File: src/rtl/seg7_pkg.sv
// Shared types and constant tables for the seven-segment scan driver.
// Segment patterns are active-low and ordered {a,b,c,d,e,f,g} from MSB to LSB.
package seg7_pkg;

    typedef logic [6:0] seg_t;
    typedef logic [3:0] an_t;  // bit0 = an1 ... bit3 = an4

    localparam seg_t SEG_BLANK = 7'b1111111;

    localparam seg_t HEX_SEG [16] = '{
        7'b0000001,  // 0
        7'b1001111,  // 1
        7'b0010010,  // 2
        7'b0000110,  // 3
        7'b1001100,  // 4
        7'b0100100,  // 5
        7'b0100000,  // 6
        7'b0001111,  // 7
        7'b0000000,  // 8
        7'b0000100,  // 9
        7'b0001000,  // A
        7'b1100000,  // b
        7'b0110001,  // C
        7'b1000010,  // d
        7'b0110000,  // E
        7'b0111000   // F
    };

    localparam an_t AN_OFF = '1;
    localparam an_t AN_SEL [4] = '{4'b1110, 4'b1101, 4'b1011, 4'b0111};

endpackage

File: src/rtl/seg7_scan_mux_if.sv
// Digit load port and multiplexed display pins of the seven-segment scan driver.
interface seg7_scan_mux_if;

    logic       load;
    logic [4:0] digit0, digit1, digit2, digit3;
    logic       a, b, c, d, e, f, g, dp;
    logic       an1, an2, an3, an4;
    logic       frame;

    modport master (
        output load, digit0, digit1, digit2, digit3,
        input  a, b, c, d, e, f, g, dp, an1, an2, an3, an4, frame
    );

    modport slave (
        input  load, digit0, digit1, digit2, digit3,
        output a, b, c, d, e, f, g, dp, an1, an2, an3, an4, frame
    );

endinterface

File: src/rtl/seg7_hex_decode.sv
// Combinational hex nibble to active-low a..g pattern, with forced blanking.
import seg7_pkg::*;

module seg7_hex_decode (
    input  logic [3:0] nibble,
    input  logic       blank,
    output seg_t       seg
);

    always_comb begin
        seg = blank ? SEG_BLANK : HEX_SEG[nibble];
    end

endmodule

File: src/rtl/seg7_scan_mux.sv
// Four-digit double-buffered seven-segment scan multiplexer.
// Define SEG7_ZERO_BLANK_EN to blank leading zero digits (digit0 is never blanked).
import seg7_pkg::*;

module seg7_scan_mux #(
    parameter int unsigned SCAN_DIV = 16
) (
    input  logic            clk,
    input  logic            reset,
    seg7_scan_mux_if.slave  bus
);

    localparam logic [15:0] PTERM = 16'(SCAN_DIV - 1);

    logic [15:0] pcnt;
    logic [1:0]  idx;
    logic [4:0]  din    [4];
    logic [4:0]  shadow [4];
    logic [4:0]  active [4];
    logic        tick, boundary, blank;
    seg_t        seg, seg_q;
    an_t         an_q;
    logic        dp_q;

    assign tick     = (pcnt == PTERM);
    assign boundary = tick && (idx == 2'd3);

    always_comb begin
        din[0] = bus.digit0;
        din[1] = bus.digit1;
        din[2] = bus.digit2;
        din[3] = bus.digit3;
    end

`ifdef SEG7_ZERO_BLANK_EN
    // Blank when this digit and every higher-index digit hold a zero nibble.
    always_comb begin
        blank = (idx != 2'd0);
        for (int unsigned j = 0; j < 4; j++) begin
            if (j >= 32'(idx) && active[j][3:0] != 4'd0) blank = 1'b0;
        end
    end
`else
    assign blank = 1'b0;
`endif

    seg7_hex_decode u_dec (
        .nibble (active[idx][3:0]),
        .blank  (blank),
        .seg    (seg)
    );

    always_ff @(posedge clk or posedge reset) begin
        if (reset) begin
            pcnt   <= '0;
            idx    <= '0;
            shadow <= '{default: '0};
            active <= '{default: '0};
            seg_q  <= SEG_BLANK;
            an_q   <= AN_OFF;
            dp_q   <= 1'b1;
        end else begin
            pcnt <= tick ? '0 : pcnt + 16'd1;
            if (tick) idx <= idx + 2'd1;
            if (bus.load) shadow <= din;
            // A load on the boundary cycle bypasses the shadow straight into the active set.
            if (boundary) active <= bus.load ? din : shadow;
            an_q  <= AN_SEL[idx];
            seg_q <= seg;
            dp_q  <= ~active[idx][4];
        end
    end

    assign bus.a     = seg_q[6];
    assign bus.b     = seg_q[5];
    assign bus.c     = seg_q[4];
    assign bus.d     = seg_q[3];
    assign bus.e     = seg_q[2];
    assign bus.f     = seg_q[1];
    assign bus.g     = seg_q[0];
    assign bus.dp    = dp_q;
    assign bus.an1   = an_q[0];
    assign bus.an2   = an_q[1];
    assign bus.an3   = an_q[2];
    assign bus.an4   = an_q[3];
    assign bus.frame = boundary;

endmodule
File: src/flat_wrapper.sv
// flat-port wrapper written by rule: the top's interface ports become plain ports
module seg7_scan_mux_flat 
#(
    parameter int unsigned SCAN_DIV = 16
)
  (clk, reset, bus_load, bus_digit0, bus_digit1, bus_digit2, bus_digit3, bus_a, bus_b, bus_c, bus_d, bus_e, bus_f, bus_g, bus_dp, bus_an1, bus_an2, bus_an3, bus_an4, bus_frame);
  seg7_scan_mux_if bus_i ();
  input  logic clk;
  input  logic reset;
  input wire logic [$bits(bus_i.load)-1:0] bus_load;
  input wire logic [$bits(bus_i.digit0)-1:0] bus_digit0;
  input wire logic [$bits(bus_i.digit1)-1:0] bus_digit1;
  input wire logic [$bits(bus_i.digit2)-1:0] bus_digit2;
  input wire logic [$bits(bus_i.digit3)-1:0] bus_digit3;
  output wire logic [$bits(bus_i.a)-1:0] bus_a;
  output wire logic [$bits(bus_i.b)-1:0] bus_b;
  output wire logic [$bits(bus_i.c)-1:0] bus_c;
  output wire logic [$bits(bus_i.d)-1:0] bus_d;
  output wire logic [$bits(bus_i.e)-1:0] bus_e;
  output wire logic [$bits(bus_i.f)-1:0] bus_f;
  output wire logic [$bits(bus_i.g)-1:0] bus_g;
  output wire logic [$bits(bus_i.dp)-1:0] bus_dp;
  output wire logic [$bits(bus_i.an1)-1:0] bus_an1;
  output wire logic [$bits(bus_i.an2)-1:0] bus_an2;
  output wire logic [$bits(bus_i.an3)-1:0] bus_an3;
  output wire logic [$bits(bus_i.an4)-1:0] bus_an4;
  output wire logic [$bits(bus_i.frame)-1:0] bus_frame;
  assign bus_i.load = bus_load;
  assign bus_i.digit0 = bus_digit0;
  assign bus_i.digit1 = bus_digit1;
  assign bus_i.digit2 = bus_digit2;
  assign bus_i.digit3 = bus_digit3;
  assign bus_a = bus_i.a;
  assign bus_b = bus_i.b;
  assign bus_c = bus_i.c;
  assign bus_d = bus_i.d;
  assign bus_e = bus_i.e;
  assign bus_f = bus_i.f;
  assign bus_g = bus_i.g;
  assign bus_dp = bus_i.dp;
  assign bus_an1 = bus_i.an1;
  assign bus_an2 = bus_i.an2;
  assign bus_an3 = bus_i.an3;
  assign bus_an4 = bus_i.an4;
  assign bus_frame = bus_i.frame;
  seg7_scan_mux #(.SCAN_DIV(SCAN_DIV)) u_core (.clk(clk), .reset(reset), .bus(bus_i));
endmodule
File: config.mk
export PLATFORM = sky130hd
export DESIGN_NAME = seg7_scan_mux_flat
export DESIGN_NICKNAME = d
export VERILOG_FILES = /design/src/rtl/seg7_pkg.sv /design/src/rtl/seg7_scan_mux_if.sv /design/src/rtl/seg7_hex_decode.sv /design/src/rtl/seg7_scan_mux.sv /design/src/flat_wrapper.sv
export SDC_FILE = /design/constraint.sdc
export NUM_CORES = 1
export LEC_CHECK = 0
export ABC_AREA = 1
export BUFFER_PORTS_ARGS = -buffer_cell sky130_fd_sc_hd__buf_4
export CAP_MARGIN = 20
export CORE_MARGIN = 2
export CORE_UTILIZATION = 45
export DETAILED_ROUTE_END_ITERATION = 16
export HOLD_SLACK_MARGIN = 0.08
export SETUP_SLACK_MARGIN = 0.2
export SLEW_MARGIN = 20
export SYNTH_ARGS = -nofsm -noshare
export SYNTH_HDL_FRONTEND = slang
export SYNTH_SLANG_ARGS = --single-unit
export TNS_END_PERCENT = 1
File: constraint.sdc
create_clock -name clk -period 3.82 [get_ports clk]
set_clock_uncertainty 0.2 [all_clocks]
set_input_delay 0.955 -clock clk [delete_from_list [all_inputs] [get_ports clk]]
set_output_delay 0.955 -clock clk [all_outputs]
set_load 0.01 [all_outputs]
After elaboration in Yosys (flattened, before gate mapping)
Memories as Yosys holds them, arrays and structs flattened. A register that Yosys moved wholly into a read port is not among the register bits.
Cells that the tools add are included.
Word-level totals
  bits in latches: 0
  input bits: 23
  memories kept: 1
  RAM bits: 0
  ROM bits: 112
  flip-flop bits (word level): 63
Operators by class
  div/mod/pow operators: 0
  reductions and logical operators: 1
  muxes and demuxes: 8
  $add $sub $neg: 2
  magnitude comparators: 1
  eq/ne operators: 2
  multipliers: 0
  bitwise logic cells: 3
  shifts and indexed selects: 0
Memory list
  (name not given): depth 16, width 7, read ports 1, clocked after Yosys merged registers in 1, write ports 0, RTL line seg7_hex_decode.sv:11  | seg = blank ? SEG_BLANK : HEX_SEG[nibble];
Operators by type and width (number)
  $mux W20: 1
  $add A16 B1 Y16 const B: 1
  $eq A16 B4 Y1 const B: 1
  $mux W16: 1
  $bmux W5 S2: 1
  $mux W5: 2
  $bmux W4 S2: 1
  $mux W4: 2
  $not A4 Y5: 1
  $ge A3 B3 Y1 const B: 1
  $not A2 Y3: 1
  $add A2 B1 Y2 const B: 1
  $eq A2 B2 Y1 const B: 1
  $logic_and A1 B1 Y1: 1
  $not A1 Y1: 1

Logic depth before layout (Yosys ltp)
  depth after elaboration: 5
  depth in mapped cells: 11

Cells and area by module
From an unflattened synthesis, not the netlist that was laid out.
Unflattened totals
  cells, all modules: 402
  area, all modules: 3400.8 um^2
Modules (own cells, without submodules)
  seg7_scan_mux: area each 3108.0 um^2, seq. area each 1766.7 um^2, cells an instance 351, times used 1
  seg7_hex_decode: area each 292.8 um^2, seq. area each 0.0 um^2, cells an instance 51, times used 1

Least setup slack after synthesis
No wires, ideal clock.
  path type: flip-flop to output port
  from: reg u_core.pcnt[0]
  to: out bus_frame
  cell stages (with the launch flop): 9
  data arrival time: 1.187 ns
  path slack: 1.478 ns
  buffers on the path: 1
  path through: dfrtp_1 ha_1 nand2_2 clkinv_4 nand2_4 nor2_4 nand3_4 buf_6 inv_1
On the way
  longest elaborated chain between the ends: 2
Ends and longest elaborated chain
  start: declaration: RTL line seg7_scan_mux.sv:15  | logic [15:0] pcnt;
  start signal: assignment: RTL line seg7_scan_mux.sv:63  | pcnt <= tick ? '0 : pcnt + 16'd1;
  $eq A16 B4 Y1: RTL line seg7_scan_mux.sv:25  | assign tick = (pcnt == PTERM);
  $logic_and A1 B1 Y1: RTL line seg7_scan_mux.sv:26  | assign boundary = tick && (idx == 2'd3);
  end: declaration: RTL line flat_wrapper.sv:27  | output wire logic [$bits(bus_i.frame)-1:0] bus_frame;
Every way passes these cells.

Worst setup path after layout
  from: reg u_core.pcnt[9]
  to: out bus_frame
Same word-level chain as after synthesis.

==> load_flow_metrics.sql <==
INSERT INTO impl_metrics (metric_group, metric, value, unit) VALUES
('logic_synthesis', 'ys_warn_count', '0', ''),
('logic_synthesis', 'syn-num-nets', '442', ''),
('global_routing', 'first_global_vias', '2570', ''),
('placed_design', 'placement.setup.worst_slack', '1030', 'ps'),
('clock_tree', 'cts_repair_resize_count', '0', ''),
('critical_path', 'critical_path.max_fanout', '22', ''),
('clock_tree', 'count_of_hold_fix_buffers_inserted_at_cts', '0', ''),
('logic_synthesis', 'post_synth_instance_area', '3470', 'um2'),
('final_layout', 'final_common_cell', 'sky130_fd_sc_hd__nand2_1', ''),
('die', 'placementRows', '32', ''),
('drt', 'route.detailed.drc', '0', ''),
('global_routing', 'groute.usage.overall', '18.4', '%'),
('logic_synthesis', 'largest_cells_by_area_after_synthesis', 'sky130_fd_sc_hd__dfrtp_1, sky130_fd_sc_hd__nand2_1, sky130_fd_sc_hd__dfstp_2, sky130_fd_sc_hd__inv_1, sky130_fd_sc_hd__ha_1', ''),
('clock_tree', 'tritoncts_num_sinks', '70', ''),
('global_routing', 'pin_count_of_the_biggest_net_entering_global_routing', '71', ''),
('power', 'leak_pwr', '2.06', 'nW'),
('drt', 'detail_route.vias_per_cell', '4.83', ''),
('job', 'max_cap_violations', '0', ''),
('min_path', 'min_delay_path_depth', '1', ''),
('placed_design', 'place.port_buffers', '35', ''),
('final_layout', 'finish.instance_area', '4020', 'um2'),
('die', 'floorplan.io_pins', '36', ''),
('clock_tree', 'cts-htree-levels', '3', ''),
('drt', 'routed-via-count', '2654', ''),
('logic_synthesis', 'syn-instance-count', '408', ''),
('global_routing', 'grt_first_pass_wirelength', '12500', 'um'),
('placed_design', 'routabilityCongestion', '0.806', ''),
('timing', 'grt_setup_unrepaired', 'no', ''),
('clock_tree', 'ctsRootBufferMaster', 'sky130_fd_sc_hd__clkbuf_8', ''),
('final_layout', 'post_route_cells_drive_above_1_share', '19.9', '%'),
('timing', 'setup_slack', '662', 'ps'),
('drt', 'final_antenna_net_count', '0', ''),
('logic_synthesis', 'synthDominantAreaCellType', 'sky130_fd_sc_hd__dfrtp_1', ''),
('clock_tree', 'clkSlewWorstSetupHoldPaths', '70', 'ps'),
('timing', 'max_slew_margin', '42.0', '%'),
('critical_path', 'reg2reg_depth', '9', ''),
('clock_tree', 'cts_made_buffers', '9', ''),
('die', 'floorplan.initialDensity', '45.6', '%'),
('clock_tree', 'post-cts-setup-buffer-count', '0', ''),
('logic_synthesis', 'async_flop_share', '100', '%'),
('global_routing', 'gr-total-overflow', '0', ''),
('power', 'power.density_cell_area', '394', 'nW/um2'),
('timing', 'worstMarginPinSlew', '871', 'ps'),
('logic_synthesis', 'synthesis.area_per_instance', '8.49', 'um2'),
('min_path', 'min-delay-path-class', 'flop to flop', ''),
('timing', 'finalCritPeriodShare', '82.7', '%'),
('logic_synthesis', 'synth_seq_cells', '70', ''),
('final_layout', 'nNetsFinal', '476', ''),
('final_layout', 'n_antenna_cell', '0', ''),
('clock_tree', 'cts_tree', 'done', ''),
('critical_path', 'crit_path_cell_trace', 'nor2_1, nand3_1, nor2_4, nand3_4, inv_1, buf_4', ''),
('critical_path', 'worst_setup_ep_type', 'primary output', ''),
('die', 'core_area', '7610', 'um2'),
('clock_tree', 'clock_tree_buf_depth', '2', ''),
('critical_path', 'cp.arrival', '2000', 'ps'),
('final_layout', 'mostFrequentLayoutCells', 'sky130_fd_sc_hd__nand2_1, sky130_fd_sc_hd__dfrtp_1, sky130_fd_sc_hd__inv_1', ''),
('logic_synthesis', 'number_of_synthesized_flops_with_an_enable_pin', '0', ''),
('critical_path', 'timing.critical_path.depth', '6', ''),
('die', 'floorplan.die_area', '8420', 'um2'),
('critical_path', 'worst-endpoint-required', '2660', 'ps'),
('timing', 'clock.fmax', '0.317', 'GHz'),
('die', 'die-width', '91.8', 'um'),
('timing', 'report.final.setup_viol', '0', ''),
('drt', 'dr.first_iter.drc_count', '132', ''),
('logic_synthesis', 'synth_sequential_area_ratio', '51.0', '%'),
('timing', 'hold_viol_final', '0', ''),
('logic_synthesis', 'synth-main-ff-cell', 'sky130_fd_sc_hd__dfrtp_1', ''),
('logic_synthesis', 'yosysTopAreaCellShare', '41.9', '%'),
('clock_tree', 'clk-insertion-delay-late', '340', 'ps'),
('final_layout', 'synthToLayoutAreaGrowth', '16.1', '%'),
('outcome', 'run_status', 'finished clean', '');
kinds of logic after synthesis:
logic type	synth area share [%]
compound gates	4.12
xor+xnor	1.77
fa+ha+maj	3.97
buf+inv	9.35
flops	51.0
simple gates	29.8
layout make-up:
cell class | instances | area [um2]
Timing Repair Buffer | 38 | 285
Multi-Input combinational cell | 268 | 1380
Inverter | 55 | 213
Sequential cell | 70 | 1770
Clock inverter | 5 | 105
Tap cell | 102 | 128
Clock buffer | 11 | 151
Fill cell | 750 | 3580
per-layer routing:
| layer | global-route usage, % | part of all wire, % |
|---|---|---|
| met3 | 3.12 | 3.5 |
| met2 | 27.2 | 43 |
| met5 | 0 | 0 |
| met1 | 27.2 | 51 |
| met4 | 7.09 | 2.0 |
through the flow:
step | instances | total power, mW | hold WS [ps]
2_1_floorplan | 408 | 0.812 | 231
3_3_place_gp | 533 | 0.843 | 246
3_5_place_dp | 533 | 0.845 | 255
4_1_cts | 549 | 1.60 | 265
5_1_grt | 549 | 1.65 | 293
6_report | 549 | 1.58 | 259
Yosys cell counts, types with 4 or more instances:
library cell and count:
sky130_fd_sc_hd__nand3_1 26, sky130_fd_sc_hd__xor2_1 7, sky130_fd_sc_hd__nand4_1 22, sky130_fd_sc_hd__clkbuf_1 4, sky130_fd_sc_hd__dfrtp_1 58, sky130_fd_sc_hd__o21ai_0 22, sky130_fd_sc_hd__nand3_2 4, sky130_fd_sc_hd__nor2_1 19
sky130_fd_sc_hd__inv_1 50, sky130_fd_sc_hd__nand2_1 137, sky130_fd_sc_hd__buf_4 4, sky130_fd_sc_hd__buf_6 5, sky130_fd_sc_hd__ha_1 11, sky130_fd_sc_hd__dfstp_2 12, sky130_fd_sc_hd__nor2_4 4
path summary, 6_finish.rpt:
| kind | slack (ps) | start | end |
|---|---|---|---|
| min in group asynchronous | 670 | reset | u_core.pcnt[8] |
| worst max-delay path | 660 | u_core.pcnt[9] | bus_frame |
| worst min-delay path | 260 | u_core.pcnt[0] | u_core.pcnt[0] |
| worst max register to register | 1750 | u_core.idx[1] | u_core.seg_q[3] |
| worst min register to register | 260 | u_core.pcnt[0] | u_core.pcnt[0] |
| max in group asynchronous | 2180 | reset | u_core.active[8] |
where the power goes:
part	switching, mW	internal [mW]	total [mW]
registers	0.00492	0.760	0.765
clock network	0.287	0.469	0.756
logic	0.0399	0.0232	0.0631
total	0.332	1.25	1.58
registers in the layout, indices dropped and copies added, names as in the netlist:
| signal | cells |
|---|---|
| u_core.bus.dp | 1 |
| u_core.seg_q | 7 |
| u_core.active | 20 |
| u_core.pcnt | 16 |
| u_core.an_q | 4 |
| u_core.idx | 2 |
| u_core.shadow | 20 |
Note: power is estimated with default switching activity, not from simulation.
